[src/rtl/warp_fetch_ctrl.sv]
// Per-warp PC/active bookkeeping with a round-robin fetch arbiter and a registered
// fetch request. Optional misaligned-jump trap: define WFC_MISALIGN_CHK_EN.
module warp_fetch_ctrl #(
    parameter int NUM_WARP   = 8,
    parameter int DEPTH_WARP = 3
) (
    input  logic                  clk,
    input  logic                  rst_n,
    input  logic                  warp_start_valid_i,
    input  logic [DEPTH_WARP-1:0] warp_start_wid_i,
    input  logic [31:0]           warp_start_pc_i,
    input  logic                  warp_end_valid_i,
    input  logic [DEPTH_WARP-1:0] warp_end_wid_i,
    input  logic [NUM_WARP-1:0]   warp_stall_i,
    input  logic                  jump_valid_i,
    output logic                  jump_ready_o,
    input  logic [DEPTH_WARP-1:0] jump_wid_i,
    input  logic                  jump_i,
    input  logic [31:0]           jump_new_pc_i,
    output logic                  fetch_req_valid_o,
    input  logic                  fetch_req_ready_i,
    output logic [DEPTH_WARP-1:0] fetch_req_wid_o,
    output logic [31:0]           fetch_req_pc_o,
    output logic                  err_o
);

    logic [NUM_WARP-1:0]   active_q, active_d;
    logic [31:0]           pc_q [NUM_WARP];
    logic [31:0]           pc_d [NUM_WARP];
    logic [DEPTH_WARP-1:0] last_q, last_d;
    logic                  req_valid_q, req_valid_d;
    logic [DEPTH_WARP-1:0] req_wid_q, req_wid_d;
    logic [31:0]           req_pc_q, req_pc_d;

    logic                  fire;
    logic                  jump_apply;
    logic [NUM_WARP-1:0]   eligible;
    logic                  grant_found;
    logic [DEPTH_WARP-1:0] grant_wid;

    assign jump_ready_o      = 1'b1;
    assign fire              = req_valid_q & fetch_req_ready_i;
    assign fetch_req_valid_o = req_valid_q;
    assign fetch_req_wid_o   = req_wid_q;
    assign fetch_req_pc_o    = req_pc_q;

    // A jump is dropped when a start or end for the same warp arrives together.
    assign jump_apply = jump_valid_i && jump_i && active_q[jump_wid_i]
                        && !(warp_end_valid_i && (warp_end_wid_i == jump_wid_i))
                        && !(warp_start_valid_i && (warp_start_wid_i == jump_wid_i));

`ifdef WFC_MISALIGN_CHK_EN
    logic err_q, err_d;
    logic jump_misaligned;

    assign jump_misaligned = (jump_new_pc_i[1:0] != 2'b00);
    assign err_o           = err_q;
`else
    assign err_o = 1'b0;
`endif

    // The firing warp is excluded so it cannot be re-issued with a stale pc.
    always_comb begin
        eligible = '0;
        for (int unsigned w = 0; w < NUM_WARP; w++) begin
            eligible[DEPTH_WARP'(w)] = active_q[DEPTH_WARP'(w)]
                                      & ~warp_stall_i[DEPTH_WARP'(w)]
                                      & ~(fire && (req_wid_q == DEPTH_WARP'(w)));
        end
    end

    always_comb begin
        int unsigned idx;
        grant_found = 1'b0;
        grant_wid   = '0;
        idx         = 0;
        for (int unsigned i = 1; i <= NUM_WARP; i++) begin
            idx = (32'(last_q) + i) % NUM_WARP;
            if (!grant_found && eligible[DEPTH_WARP'(idx)]) begin
                grant_found = 1'b1;
                grant_wid   = DEPTH_WARP'(idx);
            end
        end
    end

    // Later assignments win: fetch increment < jump < end < start.
    always_comb begin
        active_d = active_q;
        pc_d     = pc_q;
`ifdef WFC_MISALIGN_CHK_EN
        err_d    = err_q;
`endif
        if (fire) begin
            pc_d[req_wid_q] = req_pc_q + 32'd4;
        end
        if (jump_apply) begin
`ifdef WFC_MISALIGN_CHK_EN
            if (jump_misaligned) begin
                err_d                = 1'b1;
                active_d[jump_wid_i] = 1'b0;
                pc_d[jump_wid_i]     = pc_q[jump_wid_i];
            end else begin
                pc_d[jump_wid_i] = jump_new_pc_i;
            end
`else
            pc_d[jump_wid_i] = jump_new_pc_i & ~32'h3;
`endif
        end
        if (warp_end_valid_i) begin
            active_d[warp_end_wid_i] = 1'b0;
            pc_d[warp_end_wid_i]     = pc_q[warp_end_wid_i];
        end
        if (warp_start_valid_i) begin
            active_d[warp_start_wid_i] = 1'b1;
            pc_d[warp_start_wid_i]     = warp_start_pc_i;
        end
    end

    always_comb begin
        req_valid_d = req_valid_q;
        req_wid_d   = req_wid_q;
        req_pc_d    = req_pc_q;
        last_d      = last_q;
        if (!req_valid_q || fire) begin
            req_valid_d = grant_found;
            if (grant_found) begin
                req_wid_d = grant_wid;
                req_pc_d  = pc_q[grant_wid];
                last_d    = grant_wid;
            end
        end
    end

    always_ff @(posedge clk or negedge rst_n) begin
        if (!rst_n) begin
            active_q    <= '0;
            pc_q        <= '{default: '0};
            last_q      <= DEPTH_WARP'(NUM_WARP - 1);
            req_valid_q <= 1'b0;
            req_wid_q   <= '0;
            req_pc_q    <= '0;
        end else begin
            active_q    <= active_d;
            pc_q        <= pc_d;
            last_q      <= last_d;
            req_valid_q <= req_valid_d;
            req_wid_q   <= req_wid_d;
            req_pc_q    <= req_pc_d;
        end
    end

`ifdef WFC_MISALIGN_CHK_EN
    always_ff @(posedge clk or negedge rst_n) begin
        if (!rst_n) begin
            err_q <= 1'b0;
        end else begin
            err_q <= err_d;
        end
    end
`endif

endmodule

[config.mk]
export PLATFORM = sky130hd
export DESIGN_NAME = warp_fetch_ctrl
export DESIGN_NICKNAME = d
export VERILOG_FILES = /design/src/rtl/warp_fetch_ctrl.sv
export SDC_FILE = /design/constraint.sdc
export NUM_CORES = 1
export LEC_CHECK = 0
export CAP_MARGIN = 5
export CORE_AREA = 2 2 218 263
export DETAILED_ROUTE_END_ITERATION = 16
export DIE_AREA = 0 0 220 265
export MAX_ROUTING_LAYER = met4
export PLACE_DENSITY_LB_ADDON = 0.3
export SLEW_MARGIN = 20
export SYNTH_ARGS = -nofsm -noshare
export SYNTH_HDL_FRONTEND = slang
export SYNTH_SLANG_ARGS = --single-unit
[constraint.sdc]
create_clock -name clk -period 5.3 [get_ports clk]
set_input_delay 0.795 -clock clk [delete_from_list [all_inputs] [get_ports clk]]
set_output_delay 0.795 -clock clk [all_outputs]
set_load 0.02 [all_outputs]
* After elaboration in Yosys (flattened, before gate mapping) *
Index checks and enable logic that the tools add are counted.

storage, ports and cells
  register bits after elaboration = 303
  input port bits = 88
  logic and storage cells = 196

cells by class
  add/sub/neg operators = 9
  $lt $le $gt $ge = 22
  equal/unequal tests = 9
  multiplexer cells = 62
  bitwise logic cells = 41
  reduce and logical (&&, ||, !) cells = 40

operators by type and width
  cell                                                        number
  bitwise mux 256 bit                                         4
  2-to-1 mux 256 bit                                          4
  demux 32 bit (select 3 bit)                                 4
  2-to-1 mux 32 bit                                           8
  binary-select mux 32 bit (select 3 bit)                     2
  less-than comparator 3 x 4 -> 1 bit, second input constant  11
  adder 32 x 3 -> 32 bit, second input constant               1
  binary-select mux 1 bit (select 3 bit)                      9
  logical AND 1 bit                                           27
  2-to-1 mux 3 bit                                            8
  >= comparator 4 bit, second input constant                  5
  NOT 3 -> 4 bit                                              5
  2-to-1 mux 1 bit                                            19
  bitwise AND 1 bit                                           17
  less-than comparator 4 x 1 -> 1 bit, second input constant  4
  2-to-1 mux 8 bit                                            2
  NOT 1 bit                                                   16
  adder 3 bit, second input constant                          4
  == test 3 bit, second input constant                        4
  zero test 1 bit                                             10
  bitwise AND 8 bit                                           1
  NOT 8 bit                                                   1
  OR 8 bit                                                    1
  adder 3 x 1 -> 3 bit, second input constant                 2
  9 further kinds                                             14

* Depth between registers and ports, before layout *
Gate-level depths: netlist of the first run.

  word-level depth = 32
  depth in mapped cells = 16
  mapped depth without buffers = 12

* Worst setup path before layout of the first run *
OpenSTA, ideal clock, no wires.

  path type = register to register
  start point = reg last_q[0]
  end point = reg req_pc_q[30] (netlist: fetch_req_pc_o[30])
  library setup time = 126 ps
  arrival = 3714 ps
  slack = 1460 ps
  cell stages (with the launch flop) = 14
  buffers on the path = 3
  clock period less this slack = 3840 ps
  cells stage by stage = dfstp_2 -> buf_2 -> inv_2 -> buf_2 -> ha_1 -> xnor2_1 -> mux4_2 -> and3b_1 -> or4_1 -> a32oi_2 -> a2bb2oi_4 -> nor2_1 -> buf_2 -> a221o_1

between the ends
  word-level cells in the longest chain between the ends = 29
  elaborated cells on any way between the ends = 59
  those cells by class = add/sub: 8; mux: 35; bitwise: 1; reduce/logical: 15

RTL lines
  element                                               line  source
  from (decl)                                           30    logic [DEPTH_WARP-1:0] last_q, last_d;
  from (signal assigned)                                138   last_q <= DEPTH_WARP'(NUM_WARP - 1);
  from (signal assigned)                                145   last_q <= last_d;
  adder 3 x 1 -> 3 bit                                  78    idx = (32'(last_q) + i) % NUM_WARP;
  binary-select mux 1 bit (select 3 bit)                79    if (!grant_found && eligible[DEPTH_WARP'(idx)]) begin
  2-to-1 mux 1 bit (not written as such)                79
  2-to-1 mux 1 bit                                      79
  zero test 1 bit                                       79
  logical AND 1 bit                                     79
  2-to-1 mux 1 bit                                      79
  zero test 1 bit                                       79
  (+12 left out)                                        -
  logical AND 1 bit                                     79
  2-to-1 mux 1 bit                                      79
  zero test 1 bit                                       79
  logical AND 1 bit                                     79
  2-to-1 mux 3 bit                                      79
  NOT 3 -> 4 bit (not written as such)                  128   req_pc_d = pc_q[grant_wid];
  binary-select mux 32 bit (select 3 bit)               128
  2-to-1 mux 32 bit (not written as such) (2 in a row)  128
  to (signal assigned)                                  148   req_pc_q <= req_pc_d;
  to (decl)                                             33    logic [31:0] req_pc_q, req_pc_d;

Parallel ways exist; a longest one is shown, timed or not. The select of a mux whose other input is x is not followed.
A chain may end at the register's enable or synchronous reset.

* Worst setup path after layout of the first run *
  start point = reg last_q[0]
  end point = reg req_pc_q[20] (netlist: fetch_req_pc_o[20])

Same word-level chain as after synthesis.

==> results of run 1 <==
[layer usage]
layer | share of wire, % | track usage (%)
met3 | 11 | 6.988
met4 | 8.4 | 25.78
met1 | 36 | 43.58
met2 | 45 | 54.86
met5 | 0 | -
[cell usage after synthesis (16+ instances only)]
cell and n:
mux2i_1 234, nor2b_1 19, xnor2_1 25, nor3_1 24
clkbuf_2 21, buf_4 16, a221oi_1 20, buf_2 17
mux2_2 29, nand3_1 27, dfrtp_1 300, nor2_1 598
a211oi_2 16, o21ai_0 389, o21ai_1 19, nand2_1 450
a211oi_1 175, a21o_1 59, o311ai_0 112, a221o_1 33
buf_1 50, mux2_1 19, clkbuf_1 242, a21oi_1 233
[logic make-up after synthesis]
kind of cell | count (synthesis) | share of synthesized area [%]
adder cells (fa/ha/maj) | 3 | 0.1549
AND/OR/NAND/NOR | 1164 | 19.04
multiplexers | 297 | 13.29
flip-flops | 303 | 31.30
XOR/XNOR | 37 | 1.337
AO/OA/AOI/OAI | 1096 | 28.91
buffers and inverters | 355 | 5.942
other | 2 | 0.03098
[cell type report]
cell class	count	area, um2
tap	727	909.6
clock buffer	55	1149
timing repair buffer	233	2311
antenna	3	7.507
sequential	303	7586
multi-input combinational	2599	15430
clock inverter	14	203.9
fill	5313	28000
inverter	9	33.78
[how the worst min path moves through the flow]
stage / to / slack (ps) / cells after the start
detailed placement: active_q[5] / 500 / 2
CTS: pc_q[243] / 330 / 1
finish: pc_q[243] / 260 / 1
global route: pc_q[243] / 340 / 1
global placement: active_q[5] / 500 / 2
floorplan: active_q[5] / 460 / 2
[registers in the layout (all words and copies together), names as in the netlist]
name and cells:
fetch_req_pc_o 32, fetch_req_wid_o 3, fetch_req_valid_o 1, last_q 3, pc_q 256, active_q 8
[power by group through the flow]
stage	Clock, mW	Combinational [mW]	Sequential (mW)
floorplan	0	8.97	4.42
global placement	0	12.1	4.69
detailed placement	0	12.4	4.74
CTS	2.90	12.4	4.71
global route	2.99	13.6	4.88
finish	2.90	12.7	4.78
[critical path, cell delays in order (launching register included)]
cell,delay [ps]
dfstp_2,790
inv_2,240
ha_1,290
xnor2_1,380
mux4_2,640
and3b_1,220
nand2_1,150
buf_4,210
a21oi_1,80
o32ai_4,640
buf_12,330
o21ai_0,150
a221o_1,340
==> results by group, run 1 <==
Status
  – Outcome: finished, final reports clean

Min path
  – Hold Crit Class: input pin to async pin

Yosys
  – Cell taking the most area after synthesis: dfrtp_1
  – Yosys warning total: 0
  – Synth Flop Type: dfrtp_1
  – Post-Synthesis Cells: 3,257
  – Syn Area/Cell: 7.442 um2
  – Post-synth EDFFs: 0
  – Top post-synthesis cells by area: dfrtp_1, mux2i_1, nor2_1
  – Seq/Total Area, Yosys: 31.30%
  – Yosys reg bits: 303
  – FFs w/ async S/R, synth: 100.0%
  – Yosys cell types: 65
  – Syn_nets: 3,348
  – Top cell type's share of synthesized area: 30.97%
  – Mapped cell area: 0.02424 mm2

Timing
  – Fin crit share: 87.88%
  – Slew at the pin closest to its max-slew limit: 1200 ps
  – Setup TNS: 0 ps
  – Final hold viol count: 0
  – Worst hold margin: 258.4 ps
  – RSZ-0062 raised after global routing: false
  – Clk_skew: 26.14 ps
  – Final setup fails: 0
  – Max_slew headroom: 19.65%
  – Max-slew violation total from the final report: 0
  – Final worst setup slack: 642.2 ps
  – Min Tclk post-route: 4658 ps
  – Fmax: 0.2147 GHz

Cells and area
  – Core Util, Final: 49.66%
  – Most frequent cells in the layout: nor2_1, nand2_1, o21ai_0
  – Commonest non-fill, non-tap cell in the layout: nor2_1
  – Layout Nets: 3,275
  – Finished Cell Area: 0.02763 mm2
  – Synthesis-to-layout area growth: 13.98%
  – Final cell count without fillers: 3,943
  – Layout cells sized above 1: 9.026%

Critical path
  – Start point of the critical path: last_q[0]
  – R2R depth: 12
  – Crit path required time: 5750 ps
  – Worst Path Arrival: 5110 ps
  – R2R Path Start: last_q[0]
  – Worst Setup Start Kind: flip-flop
  – Setup CP Type: flip-flop to flip-flop
  – Worst-path fanout max: 47
  – Worst Setup End Kind: flip-flop
  – Worst reg2reg setup slack: 640 ps
  – Reg-to-Reg End: fetch_req_pc_o[20]
  – Worst setup path end: fetch_req_pc_o[20]

CTS
  – Hold Buf Count CTS: 0
  – H-tree Lvls: 2
  – TritonCTS clock tree: built
  – Root buf cell: clkbuf_16
  – Post-CTS Setup Inserts: 0
  – Post-CTS Resized: 0
  – CTS Buffer Depth: 3
  – Worst-path clk slew: 60 ps
  – Cts bufs inserted: 38
  – Sink Count: 303
  – Clk Latency, worst-skew pair: 590 ps

Global routing
  – Antenna violations before repair: 3
  – Largest net degree at the start of global routing: 110
  – GRT overflow: 0
  – Global-route wire length before repair: 156,300 um
  – Vias in the first global route: 25,530
  – All-Layer GR Usage: 36.42%

Detailed routing
  – # DRC: 0
  – DR vias: 26,560
  – Vias per Instance: 6.735
  – Drt first pass iters: 9
  – Drt total wl: 105,100 um
  – Initial drt markers: 3,654
  – Remaining antenna violation count after routing: 0
  – Routed WL per cell: 26.66 um

Power
  – Reg power frac: 23.4%
  – Clock power frac: 14.2%
  – Internal power: 10.87 mW
  – Peak supply drop: 0.0006397 V
  – NetSw: 9.545 mW
  – Sw Ratio: 46.75%
  – Pwr Total: 20.42 mW
  – P_leak: 10.93 nW
  – Logic pwr share: 62.4%
  – Pwr dens: 739.0 mW/mm2

Die
  – Starting Density: 43.57%
  – Placeable Area: 0.05563 mm2
  – Full die area: 0.05830 mm2
  – Chip width: 220 um
  – Num rows: 95
  – Chip Height: 265 um
  – Ports: 126

Place
  – Cells after DPL: 3,870
  – Pre-CTS WS: 406.9 ps
  – Placer Congestion: 0.9355
  – Dpl cell area: 0.02625 mm2
  – DP Wirelength: 61,180 um
  – Port Buf Inserts: 121

Run
  – Max-cap viol count: 0
Power figures use the tool's default switching activity.
==> run 2, diff against run 1 <==
- SKIP_CTS_REPAIR_TIMING: not set -> 1
==> results of run 2 <==
Final layout, timing and power as in run 1 (identical DEF).
